`config.mk`:
```
export PLATFORM = sky130hd
export DESIGN_NAME = serie_paralelo_sync
export DESIGN_NICKNAME = d
export VERILOG_FILES = /design/src/rtl/serie_paralelo_sync.sv
export SDC_FILE = /design/constraint.sdc
export NUM_CORES = 1
export LEC_CHECK = 0
export ABC_AREA = 1
export CORE_UTILIZATION = 37
export DETAILED_ROUTE_END_ITERATION = 16
export GPL_TIMING_DRIVEN = 0
export SYNTH_ARGS = -nofsm -noshare
export SYNTH_HDL_FRONTEND = slang
export SYNTH_SLANG_ARGS = --single-unit
```
`constraint.sdc`:
```
create_clock -name clk_32f -period 1.63 [get_ports clk_32f]
set_clock_uncertainty 0.1 [all_clocks]
set_input_delay 0.326 -clock clk_32f [delete_from_list [all_inputs] [get_ports clk_32f]]
set_output_delay 0.326 -clock clk_32f [all_outputs]
set_load 0.02 [all_outputs]
```
`src/rtl/serie_paralelo_sync.sv`:
```
// Purpose : serial-to-parallel byte recovery with comma-based word alignment (HUNT/ALIGN/ACTIVE).
// Latency : one clk_32f edge: the byte whose LSB is sampled at edge k is on data_out after edge k.
// Backpr. : none; the serial stream is never stalled, and each byte is presented for exactly 8 cycles.
//
// Ports:
//   clk_32f   in   1  bit-rate clock, all state moves on its rising edge
//   reset     in   1  synchronous active-high reset
//   data_in   in   1  serial stream, MSB of each byte first
//   data_out  out  8  last byte recovered at a word boundary while locked
//   valid_out out  1  data_out holds a data byte (not the comma, not before lock)
//   active    out  1  locked to the word boundary
//
// Optional feature: define SAP_RESYNC_EN to let a misaligned comma seen while
// locked drop the lock and realign to the new bit offset. Without it the lock
// is sticky until reset and no realignment logic exists.

module serie_paralelo_sync #(
  parameter logic [7:0] COMMA      = 8'hBC,
  parameter int         LOCK_COUNT = 4
) (
  input  logic       clk_32f,
  input  logic       reset,
  input  logic       data_in,
  output logic [7:0] data_out,
  output logic       valid_out,
  output logic       active
);

  localparam logic [1:0] ST_HUNT   = 2'd0;
  localparam logic [1:0] ST_ALIGN  = 2'd1;
  localparam logic [1:0] ST_ACTIVE = 2'd2;

  // Lock threshold in the width of the comma counter (LOCK_COUNT is 2..15).
  localparam logic [3:0] LOCK_CNT = 4'(LOCK_COUNT);

  // State registers
  logic [1:0] r_state;
  logic [7:0] r_shift;
  logic [2:0] r_bit_cnt;
  logic [3:0] r_comma_cnt;
  logic [7:0] r_data;
  logic       r_valid;
  logic       r_active;

  // Next-state values
  logic [1:0] w_state_nxt;
  logic [2:0] w_bit_cnt_nxt;
  logic [3:0] w_comma_cnt_nxt;
  logic [7:0] w_data_nxt;
  logic       w_valid_nxt;
  logic       w_active_nxt;

  // The byte window includes the bit being sampled this cycle, so a comma is
  // recognised on the same edge that its LSB arrives.
  logic [7:0] w_window;
  logic       w_comma;
  logic       w_boundary;
  logic [2:0] w_bit_cnt_inc;
  logic [3:0] w_comma_cnt_inc;

  assign w_window        = {r_shift[6:0], data_in};
  assign w_comma         = (w_window == COMMA);
  assign w_boundary      = (r_bit_cnt == 3'd7);
  assign w_bit_cnt_inc   = r_bit_cnt + 3'd1;   // wraps 7 -> 0
  assign w_comma_cnt_inc = r_comma_cnt + 4'd1;

  always_comb begin
    w_state_nxt     = r_state;
    w_bit_cnt_nxt   = r_bit_cnt;
    w_comma_cnt_nxt = r_comma_cnt;
    w_data_nxt      = r_data;
    w_valid_nxt     = r_valid;
    w_active_nxt    = r_active;

    case (r_state)
      ST_HUNT: begin
        // Search every bit offset; the counter is restarted so that the next
        // boundary lands exactly eight bits after this comma.
        w_valid_nxt  = 1'b0;
        w_active_nxt = 1'b0;
        if (w_comma) begin
          w_bit_cnt_nxt   = 3'd0;
          w_comma_cnt_nxt = 4'd1;
          w_state_nxt     = ST_ALIGN;
        end
      end

      ST_ALIGN: begin
        w_valid_nxt   = 1'b0;
        w_bit_cnt_nxt = w_bit_cnt_inc;
        if (w_boundary) begin
          if (w_comma) begin
            w_comma_cnt_nxt = w_comma_cnt_inc;
            // Lock on the very edge that counts the last required comma.
            if (w_comma_cnt_inc == LOCK_CNT) begin
              w_state_nxt  = ST_ACTIVE;
              w_active_nxt = 1'b1;
            end
          end else begin
            // Any non-comma at a candidate boundary means a false alignment.
            w_comma_cnt_nxt = 4'd0;
            w_state_nxt     = ST_HUNT;
          end
        end
      end

      ST_ACTIVE: begin
        w_bit_cnt_nxt = w_bit_cnt_inc;
        if (w_boundary) begin
          w_data_nxt  = w_window;
          w_valid_nxt = !w_comma;
        end
`ifdef SAP_RESYNC_EN
        else if (w_comma) begin
          // A comma off the current boundary means the stream slipped:
          // drop the lock, keep the last byte, and realign on this offset.
          w_active_nxt    = 1'b0;
          w_valid_nxt     = 1'b0;
          w_bit_cnt_nxt   = 3'd0;
          w_comma_cnt_nxt = 4'd1;
          w_state_nxt     = ST_ALIGN;
        end
`else
        // Lock is sticky: misaligned commas are simply part of the data.
`endif
      end

      default: begin
        // Unused encoding: fall back to a clean search.
        w_state_nxt     = ST_HUNT;
        w_bit_cnt_nxt   = 3'd0;
        w_comma_cnt_nxt = 4'd0;
        w_valid_nxt     = 1'b0;
        w_active_nxt    = 1'b0;
      end
    endcase
  end

  always_ff @(posedge clk_32f) begin
    if (reset) begin
      // Reset wins over everything, including a partially received byte.
      r_state     <= ST_HUNT;
      r_shift     <= 8'h00;
      r_bit_cnt   <= 3'd0;
      r_comma_cnt <= 4'd0;
      r_data      <= 8'h00;
      r_valid     <= 1'b0;
      r_active    <= 1'b0;
    end else begin
      r_state     <= w_state_nxt;
      r_shift     <= w_window;
      r_bit_cnt   <= w_bit_cnt_nxt;
      r_comma_cnt <= w_comma_cnt_nxt;
      r_data      <= w_data_nxt;
      r_valid     <= w_valid_nxt;
      r_active    <= w_active_nxt;
    end
  end

  assign data_out  = r_data;
  assign valid_out = r_valid;
  assign active    = r_active;

endmodule

```
=== Word-level counts from Yosys, hierarchy flattened ===
Index checks and enable logic that the tools add are counted.

* Order comparisons: 0
* Bitwise operators: 1
* Divide/modulo/power cells: 0
* Multipliers: 0
* Shifts and indexed selects: 0
* Add/subtract/negate cells: 2
* Equality and inequality tests: 10
* Reduce and logical (&&, ||, !) cells: 8
* Mux-type cells: 15

{| class="wikitable"
|+ Operators with widths
! cell !! number
|-
| 4-bit two-way mux || 3
|-
| 4-bit one-hot mux with 3 select lines || 1
|-
| 8-bit == test (second input constant) || 1
|-
| 2-bit two-way mux || 4
|-
| 2-bit inequality test (second input constant) || 4
|-
| 4-bit AND reduction || 2
|-
| 2-bit one-hot mux with 3 select lines || 1
|-
| 3-bit one-hot mux with 2 select lines || 1
|-
| 4-bit by 1-bit adder with 4-bit output (second input constant) || 1
|-
| 4-bit by 3-bit == test with 1-bit output (second input constant) || 1
|-
| 2-bit OR reduction || 2
|-
| 3-bit by 1-bit adder with 3-bit output (second input constant) || 1
|-
| 3-bit == test (second input constant) || 1
|-
| 1-bit two-way mux || 3
|-
| 3-bit two-way mux || 1
|-
| 3-bit inequality test (second input constant) || 1
|-
| 3-bit AND reduction || 1
|-
| 2-bit by 1-bit == test with 1-bit output (second input constant) || 1
|-
| 2-bit == test (second input constant) || 1
|-
| 2-bit logical NOT || 1
|-
| 1-bit one-hot mux with 2 select lines || 1
|-
| 2-bit AND reduction || 1
|-
| 1-bit logical NOT || 1
|-
| 1-bit inverter || 1
|}

* Input bits: 3
* ROM bits: 0
* Word-level logic and storage cells: 43
* Output and inout bits: 10
* Memories: 0
* Flip-flop bits (word level): 26
* Latch bits: 0
* RAM bits: 0

=== Depth between registers and ports, before layout ===
Gate-level depths: netlist (run 1).

* Depth after elaboration: 6
* Gate-level depth with buffers: 10
* Depth with buffers taken out: 10

=== Least setup slack after synthesis (run 1) ===
Ideal clock, no wire load.

* Path kind: register to register
* Start: register r_bit_cnt[0]
* End: register r_state[0]
* Setup slack: 150 ps
* Clock period less this slack: 1,480 ps
* Path buffers: 0
* Stages on the path, launching flop included: 10
* Setup time: 113 ps
* Data required time: 1,417 ps
* Data arrival time: 1,267 ps
* Cell sequence: dfxtp_1 ha_1 ha_1 nor2_1 nor2_4 inv_2 a21oi_4 nand3_1 nand2_1 nor2_1

* Word-level cells in the longest chain between the ends: 3

{| class="wikitable"
|+ RTL lines
! item !! line !! RTL
|-
| start: declaration || 39 || <nowiki>logic [2:0] r_bit_cnt;</nowiki>
|-
| start signal: assignment || 152 || <nowiki>r_bit_cnt <= w_bit_cnt_nxt;</nowiki>
|-
| 3-bit == test || 63 || <nowiki>assign w_boundary = (r_bit_cnt == 3'd7);</nowiki>
|-
| 2-bit inequality test (no line) || - ||
|-
| 4-bit AND reduction (no line) || - ||
|-
| end signal: assignment || 150 || <nowiki>r_state <= w_state_nxt;</nowiki>
|-
| end: declaration || 37 || <nowiki>logic [1:0] r_state;</nowiki>
|}

No other way between the ends.
A chain may end at the register's enable or synchronous reset.

=== Worst setup path after layout (run 1) ===
* Start: register r_bit_cnt[0]
* End: register r_comma_cnt[2]

* Word-level cells in the longest chain between the ends: 3

{| class="wikitable"
|+ RTL lines
! item !! line !! RTL
|-
| 3-bit == test || 63 ||
|-
| 2-bit inequality test (no line) || - ||
|-
| 3-bit AND reduction (no line) || - ||
|-
| end signal: assignment || 153 || <nowiki>r_comma_cnt <= w_comma_cnt_nxt;</nowiki>
|-
| end: declaration || 40 || <nowiki>logic [3:0] r_comma_cnt;</nowiki>
|}

No other way between the ends.

==> impl_metrics.py, run 1 <==
metrics = {
    "yosys": {
        "avgSynthCellArea_sq_um": 8.20,
        "synth_area_sq_mm": 0.00115,
        "syn_inst": 140,
        "ys_warn_count": 0,
        "yosysSeqAreaShare_pct": 45.3,
        "syn_nets": 150,
        "synth_seq_cells": 26,
        "yosysUniqueCellTypes": 22,
    },
    "timing": {
        "finalWorstSetupSlack_ns": 0.0923,
        "finalSetupViolations": 0,
        "slew_violations": 0,
        "min_period_ns": 1.54,
        "hold_viol": 0,
        "fmax_mhz": 650,
        "worstMarginPinSlew_ns": 0.255,
        "tns_ns": 0,
        "rsz0062_at_grt": "false",
        "finalCritPeriodShare_pct": 94.3,
        "relSlewSlack_pct": 83.0,
    },
    "clock_network": {
        "cts_sinks": 26,
        "cts_tree": "done",
        "cts-root-buf": "clkbuf_4",
        "clock_latency_ns": 0.31,
        "cts_made_buffers": 3,
        "clk_pin_slew_ns": 0.14,
        "htree_levels": 1,
        "cts_max_path_buffers": 2,
    },
    "setup_path": {
        "r2r_end": "r_comma_cnt[2]$_SDFFE_PP0P_",
        "startpoint": "r_bit_cnt[0]$_SDFFE_PP0P_",
        "worst_r2r_path_depth": 9,
        "cp_cell_sequence": "ha_4 -> ha_4 -> nor2_1 -> nor2_4 -> inv_2 -> a21oi_4 -> nand2_1 -> o21ai_1 -> nor2_1",
        "cp_slowest_cell": "dfxtp_2",
        "cp-start-kind": "flip-flop",
        "path_max_fanout": 8,
        "reg2reg_slack_ns": 0.09,
        "r2r-start": "r_bit_cnt[0]$_SDFFE_PP0P_",
        "worst-setup-path-type": "flip-flop to flip-flop",
        "cp.arrival_ns": 1.66,
        "critical_path_required_ns": 1.75,
        "endpoint_kind": "flip-flop",
        "slowest_delay_ns": 0.39,
        "setup.worst_path.end": "r_comma_cnt[2]$_SDFFE_PP0P_",
    },
    "place": {
        "dp_slack_ns": -0.159,
        "dp.cells": 182,
        "routabilityCongestion": 0.794,
        "port_buffers": 11,
        "post_dp_cell_area_sq_mm": 0.00130,
        "hpwl_microns": 1530,
    },
    "layout": {
        "fin_util_pct": 48.7,
        "regArea_sq_um": 528,
        "layout-drive-gt1-share_pct": 23.6,
        "syn_to_final_growth_pct": 21.0,
        "fin_area_sq_mm": 0.00139,
        "nets": 168,
        "layoutNonFillerInstCount": 188,
        "diodes": 0,
        "multi_input_area_sq_um": 559,
        "n_fill_cell": 275,
    },
    "run_status": {
        "status": "finished, violations left",
        "violations": "design-rule violations",
    },
    "routing": {
        "drt_iter0_drc": 28,
        "routed_via_density": 4.81,
        "firstDrtPassIters": 10,
        "detail-route-antenna-nets": 0,
        "drt_wl_total_microns": 2070,
        "wire_per_inst_microns": 11.0,
        "route.detailed.drc": 1,
        "vias": 904,
    },
    "die": {
        "start_util_pct": 40.3,
        "dieWidth_microns": 57.7,
        "pin_count": 13,
        "die-area_sq_mm": 0.00333,
        "core_area_sq_mm": 0.00285,
        "die_h_microns": 57.7,
        "rows": 19,
    },
    "global_routing": {
        "grt_pass1_vias": 794,
        "antenna_found_initial": 0,
        "grt_max_degree": 16,
        "track_usage_pct": 12.9,
        "grt_pass1_wl_microns": 3390,
        "overflow": 0,
    },
    "power": {
        "p_per_area_mw_per_mm2": 1170,
        "vdd_drop_max_mv": 0.731,
        "power.leakage_nw": 0.625,
    },
    "job": {
        "max-cap-violations": 0,
    },
    "worst_hold_path": {
        "hp-class": "input port to flip-flop",
    },
}
[power breakdown]
group | switching (W) | internal, W | total (W)
logic | 0.000259 | 0.000183 | 0.000442
clock network | 0.000184 | 0.000248 | 0.000433
registers | 0.0000586 | 0.000699 | 0.000758
[metrics by stage]
step | total power, W | hold WS (ns)
after global routing | 0.00173 | 0.124
after global placement | 0.00113 | 0.334
after detailed placement | 0.00115 | 0.338
after CTS | 0.00161 | 0.125
final | 0.00163 | 0.133
after floorplan | 0.00108 | 0.324
[worst max-delay path, delay by kind of cell, from the launching register on]
kind	cells	cell delay (ns)
AOI/OAI and AO/OA	2	0.31
buffers and inverters	1	0.06
adders and majority gates	2	0.29
DFF	1	0.39
and+or+nand+nor	4	0.30
[area by class of cell]
cell class	instances	share of cell area, %
Timing Repair Buffer	13	8.10
Buffer	3	1.44
Clock inverter	1	2.16
Inverter	21	5.67
Clock buffer	3	1.62
Tap cell	31	2.79
Multi-Input combinational cell	90	40.2
Sequential cell	26	38.0
[cells by family (layout without fill, tap and decap cells)]
logic type,Yosys count,after routing,share of synthesized area [%]
AO/OA/AOI/OAI,32,32,16.0
flip-flops,26,26,45.3
adder cells (fa/ha/maj),7,7,7.62
AND/OR/NAND/NOR,51,51,22.4
buffers and inverters,24,41,8.61
[registers in the layout (all words and copies together), names as in the netlist]
| name | cells |
|---|---|
| data_out | 8 |
| active | 1 |
| valid_out | 1 |
| r_bit_cnt | 3 |
| r_state | 2 |
| r_shift | 7 |
| r_comma_cnt | 4 |
[worst min path at each step]
stage | startpoint | end | slack [ns] | depth (start not counted)
after global placement | r_shift[1]$_SDFF_PP0_ | r_shift[2]$_SDFF_PP0_ | 0.33 | 2
after detailed placement | r_shift[5]$_SDFF_PP0_ | r_shift[6]$_SDFF_PP0_ | 0.34 | 2
after CTS | reset | r_shift[4]$_SDFF_PP0_ | 0.12 | 2
final | reset | r_bit_cnt[0]$_SDFFE_PP0P_ | 0.13 | 2
after global routing | reset | r_shift[0]$_SDFF_PP0_ | 0.12 | 2
after floorplan | r_shift[5]$_SDFF_PP0_ | r_shift[6]$_SDFF_PP0_ | 0.32 | 2
[placed cells by master (no fill, tap or decap)]
| master | netlist | layout |
|---|---|---|
| nand3_1 | 3 | 3 |
| nand2_2 | 5 | 5 |
| dfxtp_2 | 0 | 3 |
| o21ai_0 | 13 | 13 |
| a21oi_2 | 1 | 1 |
| nor2_1 | 20 | 20 |
| a21oi_4 | 1 | 1 |
| a21oi_1 | 10 | 10 |
| o21ai_1 | 4 | 4 |
| ha_2 | 0 | 2 |
| ha_1 | 7 | 3 |
| nand2_1 | 14 | 14 |
| inv_2 | 5 | 6 |
| inv_1 | 16 | 15 |
| dlygate4sd2_1 | 0 | 10 |
| o2111ai_1 | 1 | 1 |
| nor3_1 | 2 | 2 |
| nor2_4 | 4 | 4 |
| clkbuf_4 | 0 | 3 |
| nand4_1 | 1 | 1 |
| buf_2 | 1 | 1 |
| ha_4 | 0 | 2 |
| dfxtp_1 | 26 | 22 |
| clkdlybuf4s50_1 | 0 | 1 |
| o21ai_2 | 1 | 1 |
| nand2_4 | 2 | 2 |
| dfxtp_4 | 0 | 1 |
| bufinv_16 | 0 | 1 |
| buf_4 | 2 | 4 |
| a31oi_1 | 1 | 1 |
[timing repair]
| item | 4_1_cts | 5_1_grt |
|---|---|---|
| endpoints found under the setup margin | 13 | 6 |
| gates resized for setup | 14 | 8 |
| gates cloned | 0 | 0 |
| buffers inserted | 1 | 1 |
| hold buffers | 0 | 0 |
| pin swaps | 1 | 3 |
[metal layers]
| metal | wire [microns] | global-route usage [%] | up-vias |
|---|---|---|---|
| met5 | 0 | 0 | - |
| met1 | 1070 | 18.7 | 411 |
| met2 | 926 | 19.9 | 11 |
| met4 | 17 | 4.08 | 0 |
| met3 | 60 | 2.01 | 2 |
| li1 | - | - | 480 |
[cell usage after synthesis, drive strengths merged]
library cell	count	share of area, %
ha	7	7.6
inv	21	6.9
dfxtp	26	45
nor2	24	10
o21ai	18	8.2
nand3	3	1.3
a31oi	1	0.55
nand4	1	0.55
o2111ai	1	0.76
nand2	21	9.3
nor3	2	0.87
a21oi	12	6.5
buf	3	1.7
Note: power is estimated with default switching activity, not from simulation.
==> run 2, diff against run 1 <==
Settings changed: ABC_AREA 1 to not set, RECOVER_POWER set to 25.
==> run 2 against run 1 <==
Compared with the run above:
- the run ends with design-rule violations, negative setup slack left
- hold slack improved by 0.11 ns
- critical path depth fell by 3
- design area rose by 7.8%
- synthesized cell count fell by 10%
- global-route usage rose by 3.3 points
- largest cell class unchanged
==> impl_metrics.py, run 2 <==
metrics = {
    "yosys": {
        "synth.area.top_cells": "dfxtp_1 46%, ha_1 7.7%, a21oi_1 7.0%",
        "yosys.cell_count.top_type": "dfxtp_1",
        "yosysSeqAreaShare_pct": 45.6,
        "synth_area_sq_mm": 0.00114,
        "synth_seq_cells": 26,
        "ys_warn_count": 0,
        "syn_nets": 136,
        "synth_common_cells": "26 x dfxtp_1, 16 x a21oi_1, 15 x nand2_1, 11 x nand3_1, 10 x nor2b_1",
        "yosys.area.top_type": "dfxtp_1",
        "avgSynthCellArea_sq_um": 9.06,
        "synth_ff_type": "dfxtp_1",
        "syn_inst": 126,
        "synthArstFlopShare_pct": 0,
        "yosysUniqueCellTypes": 30,
        "synth-edff-count": 0,
        "synth_top_area_share_pct": 45.6,
    },
    "routing": {
        "wl_met3_microns": 89,
        "route.detailed.drc": 1,
        "drt_iter0_drc": 52,
        "top_layer_used": "met4",
        "detail-route-antenna-nets": 0,
        "drt_wl_total_microns": 2490,
        "routed_via_density": 5.32,
        "vias": 968,
        "wl_met1_microns": 1120,
        "firstDrtPassIters": 10,
        "wire_per_inst_microns": 13.7,
        "routed-wl-met2_microns": 1260,
    },
    "global_routing": {
        "grt_pass1_vias": 931,
        "antenna_found_initial": 0,
        "grt_max_degree": 15,
        "track_usage_pct": 16.2,
        "overflow": 0,
        "grt_pass1_wl_microns": 4090,
    },
    "die": {
        "start_util_pct": 40.3,
        "pin_count": 13,
        "die-area_sq_mm": 0.00331,
        "core_area_sq_mm": 0.00283,
        "dieWidth_microns": 57.5,
        "rows": 19,
        "die_h_microns": 57.5,
    },
    "worst_hold_path": {
        "hp-start": "reset",
        "hp-class": "input port to flip-flop",
    },
    "timing": {
        "finalCritPeriodShare_pct": 117,
        "fmax_mhz": 526,
        "rsz0062_at_grt": "true",
        "relSlewSlack_pct": 55.6,
        "finalSetupViolations": 8,
        "hold_ws_ns": 0.240,
        "min_period_ns": 1.90,
        "slew_violations": 0,
        "hold_viol": 0,
        "finalWorstSetupSlack_ns": -0.272,
        "worstMarginPinSlew_ns": 0.660,
    },
    "clock_network": {
        "htree_levels": 1,
        "cts-root-buf": "clkbuf_4",
        "cts_made_buffers": 3,
        "clk_pin_slew_ns": 0.14,
        "cts_sinks": 26,
        "cts_hold_buffers": 0,
        "clock_latency_ns": 0.32,
        "cts_tree": "done",
        "cts_max_path_buffers": 2,
    },
    "setup_path": {
        "worst-path-buf-inv": 2,
        "startpoint": "r_state[1]$_SDFFE_PP0P_",
        "cp.arrival_ns": 2.07,
        "endpoint_kind": "flip-flop",
        "critical_path_required_ns": 1.80,
        "cp_top_family": "simple AND/OR/NAND/NOR gates",
        "slowest_delay_ns": 0.53,
        "path_max_fanout": 3,
        "cp_cell_sequence": "inv_2 -> ha_4 -> clkinv_4 -> or4b_4 -> or4_4 -> a21oi_2",
        "worst-setup-path-type": "flip-flop to flip-flop",
        "r2r-start": "r_state[1]$_SDFFE_PP0P_",
        "cp_slowest_cell": "or4b_4",
        "cp-start-kind": "flip-flop",
    },
    "layout": {
        "largest_reg_flops": 8,
        "regArea_sq_um": 537,
        "fin_area_sq_mm": 0.00150,
        "layout-drive-gt1-share_pct": 31.1,
        "diodes": 0,
        "layoutNonFillerInstCount": 182,
        "layout_commonest_cell": "dfxtp_1",
        "multi_input_area_sq_um": 654,
        "final_cell_mix": "19 x dfxtp_1, 14 x a21oi_1, 13 x nand2_1, 11 x nand3_1, 10 x dlygate4sd2_1",
        "n_fill_cell": 279,
        "syn_to_final_growth_pct": 31.4,
        "nets": 162,
    },
    "run_status": {
        "status": "finished, violations left",
        "violations": "design-rule violations, negative setup slack",
    },
    "power": {
        "p_per_area_mw_per_mm2": 658,
        "power.leakage_nw": 0.642,
        "vdd_drop_max_mv": 0.519,
    },
    "place": {
        "dp.cells": 168,
        "port_buffers": 11,
        "post_dp_cell_area_sq_mm": 0.00132,
        "hpwl_microns": 1630,
        "routabilityCongestion": 0.756,
    },
    "job": {
        "max-cap-violations": 0,
    },
}
## run 2: cell types whose count changed in the layout (fill, tap and decap cells not counted), moves of 4 or more
| cell | change |
|---|---|
| inv_2 | -4 |
| inv_1 | -14 |
| o21ai_0 | -11 |
| nor2b_1 | +9 |
| nor2_1 | -15 |
| nand3_1 | +8 |
| a21oi_1 | +4 |
| buf_4 | +5 |
## run 2: repair_timing
action | in CTS | in global routing
setup buffers | 7 | 4
gates resized for setup | 26 | 22
pin swaps | 6 | 8
setup endpoints to repair | 21 | 11
## run 2: power breakdown
group          switching [W]   total, W  internal (W)  leakage (nW)
clock               0.000186   0.000323      0.000137        0.0210
sequential        0.00000512   0.000640      0.000635         0.214
combinational      0.0000161  0.0000242    0.00000814         0.407
total               0.000207   0.000987      0.000779         0.642
## run 2: layout make-up
class	count	area share, %
Buffer	4	1.25
Clock buffer	4	2.42
Inverter	4	1.34
Multi-Input combinational cell	91	43.7
Sequential cell	26	35.8
Tap cell	31	2.59
Timing Repair Buffer	22	12.9
## run 2: cell families after synthesis
kind of cell | synth area share [%]
AO/OA/AOI/OAI | 15.2
adder cells (fa/ha/maj) | 7.68
buffers and inverters | 2.96
flip-flops | 45.6
multiplexers | 1.86
AND/OR/NAND/NOR | 26.6
## run 2: worst reg2reg max path: stages (launching register included)
cell,delay [ns]
dfxtp_2,0.35
inv_2,0.07
ha_4,0.14
clkinv_4,0.04
or4b_4,0.53
or4_4,0.49
a21oi_2,0.12
## run 2: per-stage QoR
step                      utilization, %  total power (W)  worst slack [ns]  setup TNS [ns]
after detailed placement            46.5         0.000681            -0.725           -6.57
after global placement              46.5         0.000680            -0.702           -6.07
final                               53.0         0.000987            -0.272          -0.817
after CTS                           50.2          0.00100            -0.319          -0.822
after global routing                53.0          0.00102            -0.338           -1.78
after floorplan                        -         0.000670            -0.217          -0.256
## run 2: worst paths after layout
| path | end | depth (start not counted) | slack (ns) |
|---|---|---|---|
| setup / recovery | r_comma_cnt[3]$_SDFFE_PP0P_ | 6 | -0.27 |
| hold / removal | r_shift[3]$_SDFF_PP0_ | 2 | 0.24 |
| setup reg to reg | r_comma_cnt[3]$_SDFFE_PP0P_ | 6 | -0.27 |
| hold reg to reg | data_out[4]$_SDFFE_PP0P_ | 2 | 0.36 |
## run 2: metal layers
layer  vias to the layer above  global-route usage [%]
li1                        489                       -
met1                       459                    20.4
met2                        16                    27.1
met3                         4                    3.40
met4                         0                    6.62
met5                         -                       0
